`src/rtl/stage1if.sv`:
```
// Instruction fetch stage: in-order word fetch, small instruction buffer, stall and redirect.
// Define STAGE1IF_PERF_EN to add perf_bubble_cnt_out, a saturating output-bubble counter.
`timescale 1ns/1ps
module stage1if #(
  parameter logic [23:0] RESET_PC   = 24'h000000,
  parameter int unsigned FIFO_DEPTH = 2
) (
  input  logic        clk,
  input  logic        rst,
  input  logic        enable_in,
  input  logic        stall_in,
  input  logic        flush_in,
  input  logic [23:0] flush_pc_in,
  output logic        imem_req,
  output logic [23:0] imem_addr,
  input  logic        imem_gnt,
  input  logic        imem_rvalid,
  input  logic [23:0] imem_rdata,
  output logic        enable_out,
  output logic [23:0] pc_out,
  output logic [23:0] instr_out
`ifdef STAGE1IF_PERF_EN
  ,
  output logic [15:0] perf_bubble_cnt_out
`endif
);
  localparam int unsigned CntW = $clog2(FIFO_DEPTH + 1);
  localparam int unsigned PtrW = (FIFO_DEPTH > 1) ? $clog2(FIFO_DEPTH) : 1;
  localparam logic [CntW:0] Credits = (CntW + 1)'(FIFO_DEPTH);

  typedef enum logic [1:0] {StBoot, StRun, StRedirect} state_e;

  state_e            state_q;
  logic [23:0]       fetch_pc_q, resp_pc_q;
  logic [CntW-1:0]   outst_q, outst_d, discard_q, discard_d, count_q, count_d;
  logic [PtrW-1:0]   rd_ptr_q, wr_ptr_q;
  logic [23:0]       fifo_pc_q    [FIFO_DEPTH];
  logic [23:0]       fifo_instr_q [FIFO_DEPTH];
  logic [CntW:0]     credit_used;
  logic              accept, resp, keep, load, fifo_empty, pop, bypass, push;

  function automatic logic [PtrW-1:0] ptr_inc(input logic [PtrW-1:0] p);
    return (p == PtrW'(FIFO_DEPTH - 1)) ? '0 : p + PtrW'(1);
  endfunction

  // Buffered entries plus in-flight requests never exceed the buffer size.
  assign credit_used = {1'b0, outst_q} + {1'b0, count_q};
  assign imem_req    = (state_q == StRun) && enable_in && !flush_in && (credit_used < Credits);
  assign imem_addr   = imem_req ? fetch_pc_q : 24'h0;
  assign accept      = imem_req && imem_gnt;
  assign resp        = imem_rvalid && (outst_q != '0);
  assign keep        = resp && (discard_q == '0) && !flush_in;
  assign load        = enable_in && !stall_in && !flush_in;
  assign fifo_empty  = (count_q == '0);
  assign pop         = load && !fifo_empty;
  assign bypass      = load && fifo_empty && keep;
  assign push        = keep && !bypass;

  always_comb begin
    outst_d = outst_q;
    if (accept) outst_d = outst_d + CntW'(1);
    if (resp)   outst_d = outst_d - CntW'(1);
    // Everything still in flight after a redirect is stale.
    discard_d = discard_q;
    if (flush_in) discard_d = outst_d;
    else if (resp && (discard_q != '0)) discard_d = discard_q - CntW'(1);
    count_d = count_q;
    if (push) count_d = count_d + CntW'(1);
    if (pop)  count_d = count_d - CntW'(1);
  end

  always_ff @(posedge clk or posedge rst) begin
    if (rst) begin
      state_q    <= StBoot;
      fetch_pc_q <= RESET_PC;
      resp_pc_q  <= RESET_PC;
      outst_q    <= '0;
      discard_q  <= '0;
      count_q    <= '0;
      rd_ptr_q   <= '0;
      wr_ptr_q   <= '0;
      enable_out <= 1'b0;
      pc_out     <= 24'h0;
      instr_out  <= 24'h0;
    end else begin
      outst_q   <= outst_d;
      discard_q <= discard_d;
      unique case (state_q)
        StBoot:            state_q <= StRun;
        StRun, StRedirect: state_q <= (discard_d != '0) ? StRedirect : StRun;
        default:           state_q <= StBoot;
      endcase
      if (flush_in) begin
        fetch_pc_q <= flush_pc_in;
        resp_pc_q  <= flush_pc_in;
        count_q    <= '0;
        rd_ptr_q   <= '0;
        wr_ptr_q   <= '0;
        enable_out <= 1'b0;
        instr_out  <= 24'h0;
      end else begin
        if (accept) fetch_pc_q <= fetch_pc_q + 24'd1;
        if (keep)   resp_pc_q  <= resp_pc_q + 24'd1;
        count_q <= count_d;
        if (push) wr_ptr_q <= ptr_inc(wr_ptr_q);
        if (pop)  rd_ptr_q <= ptr_inc(rd_ptr_q);
        if (load) begin
          if (!fifo_empty) begin
            enable_out <= 1'b1;
            pc_out     <= fifo_pc_q[rd_ptr_q];
            instr_out  <= fifo_instr_q[rd_ptr_q];
          end else if (keep) begin
            enable_out <= 1'b1;
            pc_out     <= resp_pc_q;
            instr_out  <= imem_rdata;
          end else begin
            enable_out <= 1'b0;
            instr_out  <= 24'h0;
          end
        end
      end
    end
  end

  always_ff @(posedge clk) begin
    if (push) begin
      fifo_pc_q[wr_ptr_q]    <= resp_pc_q;
      fifo_instr_q[wr_ptr_q] <= imem_rdata;
    end
  end

`ifdef STAGE1IF_PERF_EN
  logic bubble;
  assign bubble = load && fifo_empty && !keep;

  always_ff @(posedge clk or posedge rst) begin
    if (rst) begin
      perf_bubble_cnt_out <= 16'h0;
    end else if (bubble && (perf_bubble_cnt_out != 16'hFFFF)) begin
      perf_bubble_cnt_out <= perf_bubble_cnt_out + 16'd1;
    end
  end
`endif

endmodule

```
`config.mk`:
```
export PLATFORM = sky130hd
export DESIGN_NAME = stage1if
export DESIGN_NICKNAME = d
export VERILOG_FILES = /design/src/rtl/stage1if.sv
export SDC_FILE = /design/constraint.sdc
export NUM_CORES = 1
export LEC_CHECK = 0
export CAP_MARGIN = 20
export CORE_ASPECT_RATIO = 0.8
export CORE_MARGIN = 10
export CORE_UTILIZATION = 40
export DETAILED_ROUTE_END_ITERATION = 10
export SYNTH_ARGS = -nofsm -noshare
export SYNTH_HDL_FRONTEND = slang
export SYNTH_SLANG_ARGS = --single-unit
```
`constraint.sdc`:
```
create_clock -name clk -period 9.3 [get_ports clk]
set_input_delay 1.86 -clock clk [delete_from_list [all_inputs] [get_ports clk]]
set_output_delay 1.86 -clock clk [all_outputs]
set_load 0.02 [all_outputs]
```
After elaboration in Yosys (flattened, before gate mapping)
Memory sizes are Yosys's and may differ from the RTL's.
Cells that the tools add are included.
{"block": "op_classes", "n_addsub": 10, "eq_ne": 3, "muxes": 32, "bitwise": 1, "n_lt_le_gt_ge": 1, "n_reduce_logical": 31}
{"operator": "24-bit 2-to-1 mux", "count": 11}
{"operator": "24-bit by 1-bit adder with 24-bit output (second input constant)", "count": 2}
{"operator": "2-bit 2-to-1 mux", "count": 8}
{"operator": "2-bit nonzero test", "count": 8}
{"operator": "1-bit logical AND", "count": 14}
{"operator": "1-bit 2-to-1 mux", "count": 12}
{"operator": "2-bit logical NOT", "count": 3}
{"operator": "2-bit by 1-bit subtractor with 2-bit output (second input constant)", "count": 3}
{"operator": "2-bit by 1-bit adder with 2-bit output (second input constant)", "count": 2}
{"operator": "1-bit logical NOT", "count": 4}
{"operator": "2-bit case mux with 2 select lines", "count": 1}
{"operator": "2-bit by 2-bit adder with 3-bit output", "count": 1}
{"operator": "3-bit by 2-bit < comparator with 1-bit output (second input constant)", "count": 1}
{"operator": "3-bit AND reduction", "count": 1}
{"operator": "1-bit adder (second input constant)", "count": 2}
{"operator": "2-bit by 1-bit == test with 1-bit output (second input constant)", "count": 1}
{"operator": "2-bit == test (second input constant)", "count": 1}
{"operator": "2-bit != test (second input constant)", "count": 1}
{"operator": "2-bit OR reduction", "count": 1}
{"operator": "1-bit NOT", "count": 1}
{"block": "word_totals", "output_inout_bits": 74, "mem_bits_rw": 96, "wordCells": 91, "mem_count": 2, "ff_bits": 107}
{"name": "fifo_instr_q", "depth": 2, "width": 24, "rd": 1, "rd_ports_with_merged_regs": 0, "wr": 1, "line": "38", "source": "logic [23:0] fifo_instr_q [FIFO_DEPTH];"}
{"name": "fifo_pc_q", "depth": 2, "width": 24, "rd": 1, "rd_ports_with_merged_regs": 0, "wr": 1, "line": "37", "source": "logic [23:0] fifo_pc_q [FIFO_DEPTH];"}

Logic depth before layout (Yosys ltp)
Gate-level depths: netlist of the first run.
{"block": "logic_depth", "ltp_word": 12, "mapped_depth": 9, "depth_no_buf": 8}

Worst setup path after synthesis of the first run
No wires, ideal clock.
{"block": "synth_timing", "kind": "input to register", "startpoint": "input port imem_rvalid", "endpoint": "memory fifo_instr_q[0][0] (enable)", "required_ps": 8841, "path_stages": 3, "setup_ps": 459, "slack_ps": 4141, "n_path_buf": 0, "arrival_time_ps": 4700, "path_cell_list": "nand3b_2 a311oi_2 nor2b_1"}
{"block": "synth_via", "elab_chain_cells": 8}
{"element": "from (decl)", "line": "17", "source": "input logic imem_rvalid,"}
{"element": "1-bit logical AND *", "line": "51", "source": "assign resp = imem_rvalid && (outst_q != '0);"}
{"element": "1-bit logical AND * (2 in a row)", "line": "52", "source": "assign keep = resp && (discard_q == '0) && !flush_in;"}
{"element": "1-bit logical AND", "line": "56", "source": "assign bypass = load && fifo_empty && keep;"}
{"element": "1-bit logical NOT", "line": "57", "source": "assign push = keep && !bypass;"}
{"element": "1-bit logical AND *", "line": "57"}
{"element": "1-bit 2-to-1 mux *", "line": "126", "source": "if (push) begin"}
{"element": "1-bit 2-to-1 mux (implied by the code) *", "line": "128", "source": "fifo_instr_q[wr_ptr_q] <= imem_rdata;"}
{"element": "to (decl)", "line": "38"}
Mark *: on every way between the ends. The rest lies on a longest branch, timed or not.

Worst setup path after layout of the first run
{"block": "layout_timing", "startpoint": "input port flush_in", "endpoint": "output port imem_addr[20]"}
{"block": "layout_via", "elab_chain_cells": 4}
{"element": "from (decl)", "line": "12", "source": "input logic flush_in,"}
{"element": "1-bit logical NOT", "line": "48", "source": "assign imem_req = (state_q == StRun) && enable_in && !flush_in && (credit_used < Credits);"}
{"element": "1-bit logical AND (2 in a row)", "line": "48"}
{"element": "24-bit 2-to-1 mux", "line": "49", "source": "assign imem_addr = imem_req ? fetch_pc_q : 24'h0;"}
{"element": "to (decl)", "line": "15", "source": "output logic [23:0] imem_addr,"}
Every way passes these cells.

==> impl_summary.md, run 1 <==
Logic synthesis
The mean instance size in the synthesized netlist is 12.0 um2. The synthesized netlist net count is about 820. In the synthesized netlist the dominant register cell turns out to be sky130_fd_sc_hd__dfrtp_1. The warning count from the yosys run is 0.

Sequential cells were found to cover ~60% of the synthesized design area. The count of flip-flops with a built-in enable after synthesis is 96. The gate count of the mapped netlist is approximately 760. The async set-reset flop share out of synthesis is 52.7%.

In this run the cell area of the synthesized design comes to a little over 9000 um2. The count of cell types in the netlist is 61. The number of synthesized register bits is slightly above 200.

Floorplan
The initial standard-cell utilization of the core is between 40% and 50%. The area enclosed by the die boundary is just under 30000 um2. The count of pins on the block boundary is roughly 130. The placeable core area is 22400 um2. In this run the vertical extent of the chip is between 150 and 200 um. The number of placement rows is 49. In this run the horizontal extent of the chip is ~190 um.

Placed design
The estimated wirelength of the detail-placed design is roughly 15000 um. The final weighted congestion in routability-driven placement is 0.820. Input and output buffers added on the ports amount to about 130. Including well taps, the total number of placed cells is roughly 1200.

Status
The run finished with clean final reports.

Route
The first detailed-routing pass took 5 iterations. Dividing the detail-routed via count by the number of cells gives between 5 and 6. The detailed router finished its first iteration with 495 violations. The number of nets with antenna violations after routing is 0.

The vias after detailed routing is 6233. In the final routed layout, each cell accounts on average for 18.4 um. Summed over all layers, the routed wires come to 22200 um. The final routed DRC violation total is 0.

Timing
The minimum clock period is between 6 and 7 ns. The total count of hold-check failures in the final report was 0. On the final layout, the worst clock skew is 0.0169 ns. The maximum frequency from static timing analysis is about 160 MHz. The final clock period utilization by the worst path is about two thirds. The worst pin sits at a relative slew slack of between 40 and 50%. The slew at the pin with the worst max-slew slack is 0.829 ns. Setup repair after global routing left no endpoint under its margin. The number of endpoints failing setup at the final stage is 0. For the final routed database, the setup TNS stands at 0 ns.

The max-slew violation count was 0.

Layout
The total area of multi-input combinational cells is 3310 um2. The post-route netlist has between 8 and 9% of its cells at a drive strength greater than 1. The post-route non-filler standard cell count is 1205. 0 antenna diodes ended up in the layout.

The filler cell count in the final layout is approximately 2000. The sequential cell area is between 5000 and 6000 um2. The layout overhead on the synthesized area is 25.9%. At the end of the flow, the number of nets in the layout was about 950.

Clock tree
The CTS tree is built. The number of setup buffers added after CTS is 0. Gates resized during post-CTS repair numbered 0.

The maximum root-to-sink buffer count is 3. The number of hold buffers added after CTS was 0. CTS saw between 200 and 250 sinks. The latest clock arrival within the worst-skew pair is about 0.5 ns. Counting the buffers created by CTS gives 22. The clock transition at the register clock pins on the worst setup and hold paths after CTS is 0.06 ns. The root buffer cell is sky130_fd_sc_hd__clkbuf_16. The maximum level of the CTS H-tree is 1.

Pwr
Power spread over the standard cell area amounts to between 200 and 250 nW/um2. Across the VDD grid, the largest voltage drop is just over 0.1 mV. For this design the static power due to leakage is between 4 and 5 nW.

Worst hold path
The tightest min-delay check is of the flip-flop to flip-flop type. The worst hold path depth is 2.

GRT
The via count of the first global-routing pass is around 6200. The fraction of met3 tracks used by global routing is 3.91%. For this run, global-route usage on met2 was measured as between 20 and 25%. Entering global routing, the biggest net connects 78 pins.

Across every metal layer, demand over resource in global routing totals approximately 15%. The global routing stage identified its most utilized layer as met1. The met1 routing resource usage after global routing is ~22%.

The number of antenna violations at the first check in global routing is 0. The first global-routing pass estimated 35900 um of wire. Summed over all layers, the global routing overflow is 0.

Job
The max-capacitance violation count is 0.

Setup path
The required time of the worst setup path is about 7.4 ns. The worst setup path is captured at a primary output. Data arrives at the worst endpoint at 4.44 ns. The launching element type of the critical path is a primary input. The setup check on the worst reg-to-reg path leaves a slack of between 6 and 7 ns. Measured in cells, the most critical reg-to-reg path has a length of 6. The maximum fanout along the worst path is 48. The setup path with the least slack is of type primary input to primary output.
-- where the power goes --
group | total, mW | switching [mW] | leakage, nW | internal (mW)
Clock | 0.873 | 0.349 | 0.362 | 0.523
Sequential | 1.12 | 0.0790 | 2.23 | 1.04
Combinational | 0.508 | 0.278 | 1.70 | 0.230
Total | 2.50 | 0.707 | 4.29 | 1.80
-- layer usage --
| layer | vias to the layer above | routed length (um) |
|---|---|---|
| met1 | 3011 | 11400 |
| met4 | 0 | 281 |
| met5 | - | 0 |
| met2 | 155 | 9190 |
| met3 | 25 | 1380 |
| li1 | 3042 | - |
-- cells by family (layout without fill, tap and decap cells) --
group                      count (synthesis)  count (layout)  synth area share, %
and+or+nand+nor                          252             252                 14.3
DFF                                      203             203                 61.2
AOI/OAI and AO/OA                        147             147                 10.7
muxes                                     60              60                 6.74
buffers and inverters                     53             195                 2.53
xor gates and xnor gates                  33              33                 3.18
adders and majority gates                  9               9                 1.32
-- final cells by class --
type,instances,area share [%]
sequential,203,48.6
multi-input combinational,501,28.9
timing repair buffer,139,12.2
clock buffer,30,5.43
tap,306,3.35
clock inverter,10,0.952
inverter,16,0.547
-- critical path, stage by stage --
cell and delay [ns]:
sky130_fd_sc_hd__clkdlybuf4s50_1 0.39, sky130_fd_sc_hd__buf_4 0.28, sky130_fd_sc_hd__nand4bb_2 0.38, sky130_fd_sc_hd__nor2_1 0.50
sky130_fd_sc_hd__buf_6 0.23, sky130_fd_sc_hd__and2_1 0.16, sky130_fd_sc_hd__clkdlybuf4s50_1 0.61
-- per-stage QoR --
step | hold slack [ns] | util, % | worst slack [ns] | total power [mW] | instance area (um2)
after floorplan | 0.484 | - | 4.14 | 1.43 | 9080
after global placement | 0.461 | 47.5 | 2.69 | 1.64 | 10700
after detailed placement | 0.464 | 47.5 | 3.00 | 1.65 | 10700
after CTS | 0.478 | 50.8 | 2.98 | 2.53 | 11400
after global routing | 0.502 | 51.0 | 2.86 | 2.64 | 11400
final | 0.470 | 51.0 | 3.00 | 2.50 | 11400
-- cell usage after synthesis, types with 3 or more instances --
master	count	area [um2]
sky130_fd_sc_hd__mux2_2	9	101
sky130_fd_sc_hd__nor3_1	5	25.0
sky130_fd_sc_hd__nand4_1	12	75.1
sky130_fd_sc_hd__buf_6	3	33.8
sky130_fd_sc_hd__nand4b_1	3	26.3
sky130_fd_sc_hd__and2_1	27	169
sky130_fd_sc_hd__xnor2_1	22	193
sky130_fd_sc_hd__o21ai_0	54	270
sky130_fd_sc_hd__o211ai_1	12	90.1
sky130_fd_sc_hd__dfrtp_1	107	2680
sky130_fd_sc_hd__o311ai_0	9	78.8
sky130_fd_sc_hd__and3_1	13	81.3
sky130_fd_sc_hd__inv_1	15	56.3
sky130_fd_sc_hd__ha_1	8	100
sky130_fd_sc_hd__or3_1	3	18.8
sky130_fd_sc_hd__nand3_1	25	125
sky130_fd_sc_hd__xor2_1	11	96.3
sky130_fd_sc_hd__a21oi_1	33	165
sky130_fd_sc_hd__edfxtp_1	96	2880
sky130_fd_sc_hd__buf_2	7	35.0
sky130_fd_sc_hd__clkbuf_1	23	86.3
sky130_fd_sc_hd__mux2i_1	51	510
sky130_fd_sc_hd__a31oi_1	4	25.0
sky130_fd_sc_hd__buf_1	4	15.0
sky130_fd_sc_hd__a221o_1	24	240
sky130_fd_sc_hd__nor2_1	66	248
sky130_fd_sc_hd__nand2_1	69	259
sky130_fd_sc_hd__nor2b_1	3	18.8
-- state kept, by name, summed over array words and instances, names as in the netlist --
| signal | flops |
|---|---|
| fifo_instr_q | 48 |
| discard_q | 2 |
| rd_ptr_q | 1 |
| instr_out | 24 |
| fetch_pc_q | 24 |
| count_q | 2 |
| wr_ptr_q | 1 |
| enable_out | 1 |
| outst_q | 2 |
| pc_out | 24 |
| state_q | 2 |
| fifo_pc_q | 48 |
| resp_pc_q | 24 |
-- placed cells by master, fill, tap and decap left out, types with 22 or more instances in the layout --
cell	Yosys	routed
sky130_fd_sc_hd__o21ai_0	54	54
sky130_fd_sc_hd__dfrtp_1	107	106
sky130_fd_sc_hd__a221o_1	24	24
sky130_fd_sc_hd__a21oi_1	33	32
sky130_fd_sc_hd__clkdlybuf4s50_1	0	128
sky130_fd_sc_hd__edfxtp_1	96	96
sky130_fd_sc_hd__nor2_1	66	66
sky130_fd_sc_hd__mux2i_1	51	51
sky130_fd_sc_hd__clkbuf_16	0	22
sky130_fd_sc_hd__nand2_1	69	69
sky130_fd_sc_hd__and2_1	27	26
sky130_fd_sc_hd__nand3_1	25	25
sky130_fd_sc_hd__xnor2_1	22	22
-- final timing paths --
check                                       start                         end
hold reg to reg            enable_out$_DFFE_PP0P_      enable_out$_DFFE_PP0P_
setup reg to reg             outst_q[0]$_DFF_PP0_  fifo_pc_q[0][18]$_DFFE_PP_
max in group asynchronous                     rst  fetch_pc_q[16]$_DFFE_PP0P_
setup / recovery                         flush_in               imem_addr[20]
min in group asynchronous                     rst   instr_out[20]$_DFFE_PP0P_
hold / removal             enable_out$_DFFE_PP0P_      enable_out$_DFFE_PP0P_
Note: power is estimated with default switching activity, not from simulation.
==> run 2, diff against run 1 <==
==> constraint.sdc (replaced) <==
create_clock -name clk -period 6.6 [get_ports clk]
set_input_delay 1.32 -clock clk [delete_from_list [all_inputs] [get_ports clk]]
set_output_delay 1.32 -clock clk [all_outputs]
set_load 0.02 [all_outputs]
==> run 2 against run 1 <==
Net effect:
- register-to-register slack worse by 2.9 ns
- clock power is 41% higher
- total power is 41% higher
- via count is 0.37% lower
- sequential cell count stayed put
- sequential share of layout area is 0.069 points higher
- count of clock-buffer cells in the layout stayed put
- critical path depth is 1 lower
==> impl_summary.md, run 2 (synthesis results as in run 1) <==
Status
The run finished with clean final reports.

Setup path
The critical path's most frequent cell is sky130_fd_sc_hd__clkdlybuf4s50_1. The register-to-register path setup slack is about 3.3 ns. Measured in cells, the most critical reg-to-reg path has a length of 6. The signal on the critical path passes through clkdlybuf4s50_1 -> nand4bb_2 -> nor2_1 -> buf_4 -> and2_1 -> clkdlybuf4s50_1.

The startpoint of the worst-slack reg-to-reg timing path is outst_q[0]$_DFF_PP0_. Along the worst path, the maximum fanout reaches 25. The slowest cell on the critical path is sky130_fd_sc_hd__clkdlybuf4s50_1.

In this run the critical register-to-register path is captured at fifo_instr_q[0][19]$_DFFE_PP_. On the worst path, the slowest cell contributes a delay of approximately 0.66 ns. The launching element type of the critical path is a primary input. The worst setup path is of the primary input to primary output kind. STA puts the critical path data required time at about 5.3 ns.

STA classifies the critical path endpoint as a primary output. Data on the critical path arrives at its endpoint at between 3 and 4 ns.

GRT
The first global-routing pass estimated 35200 um of wire. The overflow left after global routing is 0. Global routing consumed, over all layers together, between 10% and 20% of the routing resources. Entering global routing, the biggest net connects 61 pins. The number of antenna violations at the first check in global routing is 0.

The via count of the first global-routing pass is slightly above 6000.

Layout
The filler cell count in the final layout is ~2000. The total number of nets in the final design is 947. Cells fill approximately half of the core in the end. The post-route standard cell area excluding fillers is 11400 um2. In the final layout, the registers with the most flip-flops are fifo_instr_q (48), fifo_pc_q (48). The layout overhead on the synthesized area is 25.7%. In the final layout, flip-flops and latches occupy between 5000 and 6000 um2.

The ratio of cells with drive above 1 in the final layout is 8.33%. Leaving out fill and tap cells, the most frequent cell in the layout is sky130_fd_sc_hd__clkdlybuf4s50_1. The number of inserted diodes is 0. In the layout the commonest cells are sky130_fd_sc_hd__clkdlybuf4s50_1 (128), sky130_fd_sc_hd__dfrtp_1 (106), sky130_fd_sc_hd__edfxtp_1 (96). In the final layout, the multi-input gates occupy between 3000 and 4000 um2. The post-route non-filler standard cell count is around 1200.

Clock tree
The count of cells resized by post-cts repair is 0. The clock transition at the register clock pins on the worst setup and hold paths after CTS is ~0.060 ns. TritonCTS created 23 clock buffers. The clock net sink count is a little over 200. No sink is reached through more buffers than the 3 on the longest clock path. The CTS tree is built. The root buffer cell is sky130_fd_sc_hd__clkbuf_16.

The latest clock arrival within the worst-skew pair is 0.51 ns. For this design, the CTS-stage hold fixing added 0 buffers. In this run the number of H-tree levels came out at 1. The number of setup buffers added after CTS is 0.

Route
The first routing iteration left 439 violations. The wire length per cell after detailed routing is 18.0 um. The routed layout has 6210 vias. For this run, design rule violations remaining after detail routing come to 0. The via density per instance is between 5 and 6. Once detail routing completed, the nets flagged for antenna violations numbered 0. The first detailed-routing pass ran for 5 iterations. The final wirelength is 21800 um.

Floorplan
In this run the horizontal extent of the chip is approximately 190 um. The floorplan step defined a die boundary enclosing 29200 um2. The initial standard-cell utilization of the core is 40.5%. The floorplan step defined a core boundary enclosing ~22000 um2. The number of placement rows is 49. The count of pins on the block boundary is approximately 130. The vertical die dimension is 155 um.

Timing
Across all hold checks on the routed design, the worst slack comes to 0.473 ns. For the pin with the worst max-slew slack, the measured transition is about 0.85 ns. The minimum clock period is around 4.7 ns. The total count of hold-check failures in the final report is 0.

The final clock period utilization by the worst path is just over 70%. The max-slew violation count was 0. For this run, the top clock speed supported by timing is 212 MHz. Setup repair after global routing left no endpoint under its margin. Setup violations remaining at the end of the flow were counted as 0.

The remaining max-slew budget at the tightest pin is 43.2%. The final worst clock skew is 0.00871 ns. The sum of negative setup slack is 0 ns. The minimum setup slack in the final design is between 1.5 and 2 ns.

Pwr
Net switching is 28.2% of the power. The total power divided by cell area is slightly above 300 nW/um2. The share of total power dissipated in sequential elements is 44.9%. Internal power comes to ~2.5 mW. For this design the static power due to leakage is 4.28 nW. VDD sags by at most about 0.17 mV.

Power comes to 3.52 mW. The switching power total is ~1000 uW. The clock network burns between 30% and 40% of the power. The combinational group share of total power is around 20%.

Placed design
The area of placed instances is between 10000 and 15000 um2. In this run, placement finished with an instance count of about 1200. OpenSTA, run right after detailed placement, puts the worst setup slack at about 1.9 ns.

During placement, the flow inserted port buffers numbering ~130. Detailed placement ended at an HPWL of between 10000 and 15000 um. The final weighted congestion in routability-driven placement is around 0.86.

Worst hold path
For hold timing, the worst endpoint is pc_out[16]$_DFFE_PP0P_. The startpoint identified for the worst hold timing path is pc_out[16]$_DFFE_PP0P_. The worst hold path depth is 2. The tightest min-delay check is of the flip-flop to flip-flop type.

Job
Max-cap violations in this run came to 0.
run 2: cell types whose count changed in the layout (fill, tap and decap cells not counted):
| cell | previous run | this run |
|---|---|---|
| sky130_fd_sc_hd__inv_16 | 0 | 1 |
| sky130_fd_sc_hd__clkinv_1 | 2 | 4 |
| sky130_fd_sc_hd__clkbuf_16 | 22 | 23 |
| sky130_fd_sc_hd__clkbuf_8 | 4 | 1 |
| sky130_fd_sc_hd__clkinv_8 | 1 | 0 |
| sky130_fd_sc_hd__clkbuf_1 | 4 | 6 |
| sky130_fd_sc_hd__buf_8 | 1 | 0 |
| sky130_fd_sc_hd__buf_6 | 1 | 0 |
| sky130_fd_sc_hd__buf_4 | 8 | 9 |
run 2: cell type report:
class / count / share of cell area (%)
sequential: 203 / 48.7
multi-input combinational: 501 / 28.9
timing repair buffer: 138 / 12.1
clock buffer: 30 / 5.36
tap: 306 / 3.35
clock inverter: 12 / 1.05
inverter: 16 / 0.548
run 2: power groups by stage:
stage                     sequential (mW)  combinational (mW)  clock [mW]
after floorplan                      1.66               0.353           0
after global placement               1.61               0.708           0
after detailed placement             1.61               0.715           0
after CTS                            1.58               0.718        1.26
after global routing                 1.61               0.785        1.32
final                                1.58               0.707        1.23
run 2: worst max path at each step:
stage | start | endpoint | slack (ns) | depth (start not counted)
3_5_place_dp | enable_in | imem_addr[9] | 1.89 | 6
6_report | enable_in | imem_addr[15] | 1.88 | 6
3_3_place_gp | enable_in | imem_addr[9] | 1.93 | 6
4_1_cts | enable_in | imem_addr[18] | 1.88 | 6
2_1_floorplan | imem_rvalid | fifo_instr_q[0][0]$_DFFE_PP_ | 1.98 | 3
5_1_grt | enable_in | imem_addr[4] | 1.72 | 6
run 2: worst max-delay path, delay by kind of cell:
family | cells | cell delay, ns
and+or+nand+nor | 3 | 0.56
buffers and inverters | 3 | 1.51
run 2: metal layers:
| metal | global-route usage (%) | part of all wire [%] |
|---|---|---|
| met5 | 0 | 0 |
| met2 | 20.3 | 41 |
| met1 | 22.5 | 51 |
| met4 | 2.79 | 1.3 |
| met3 | 3.60 | 7.0 |
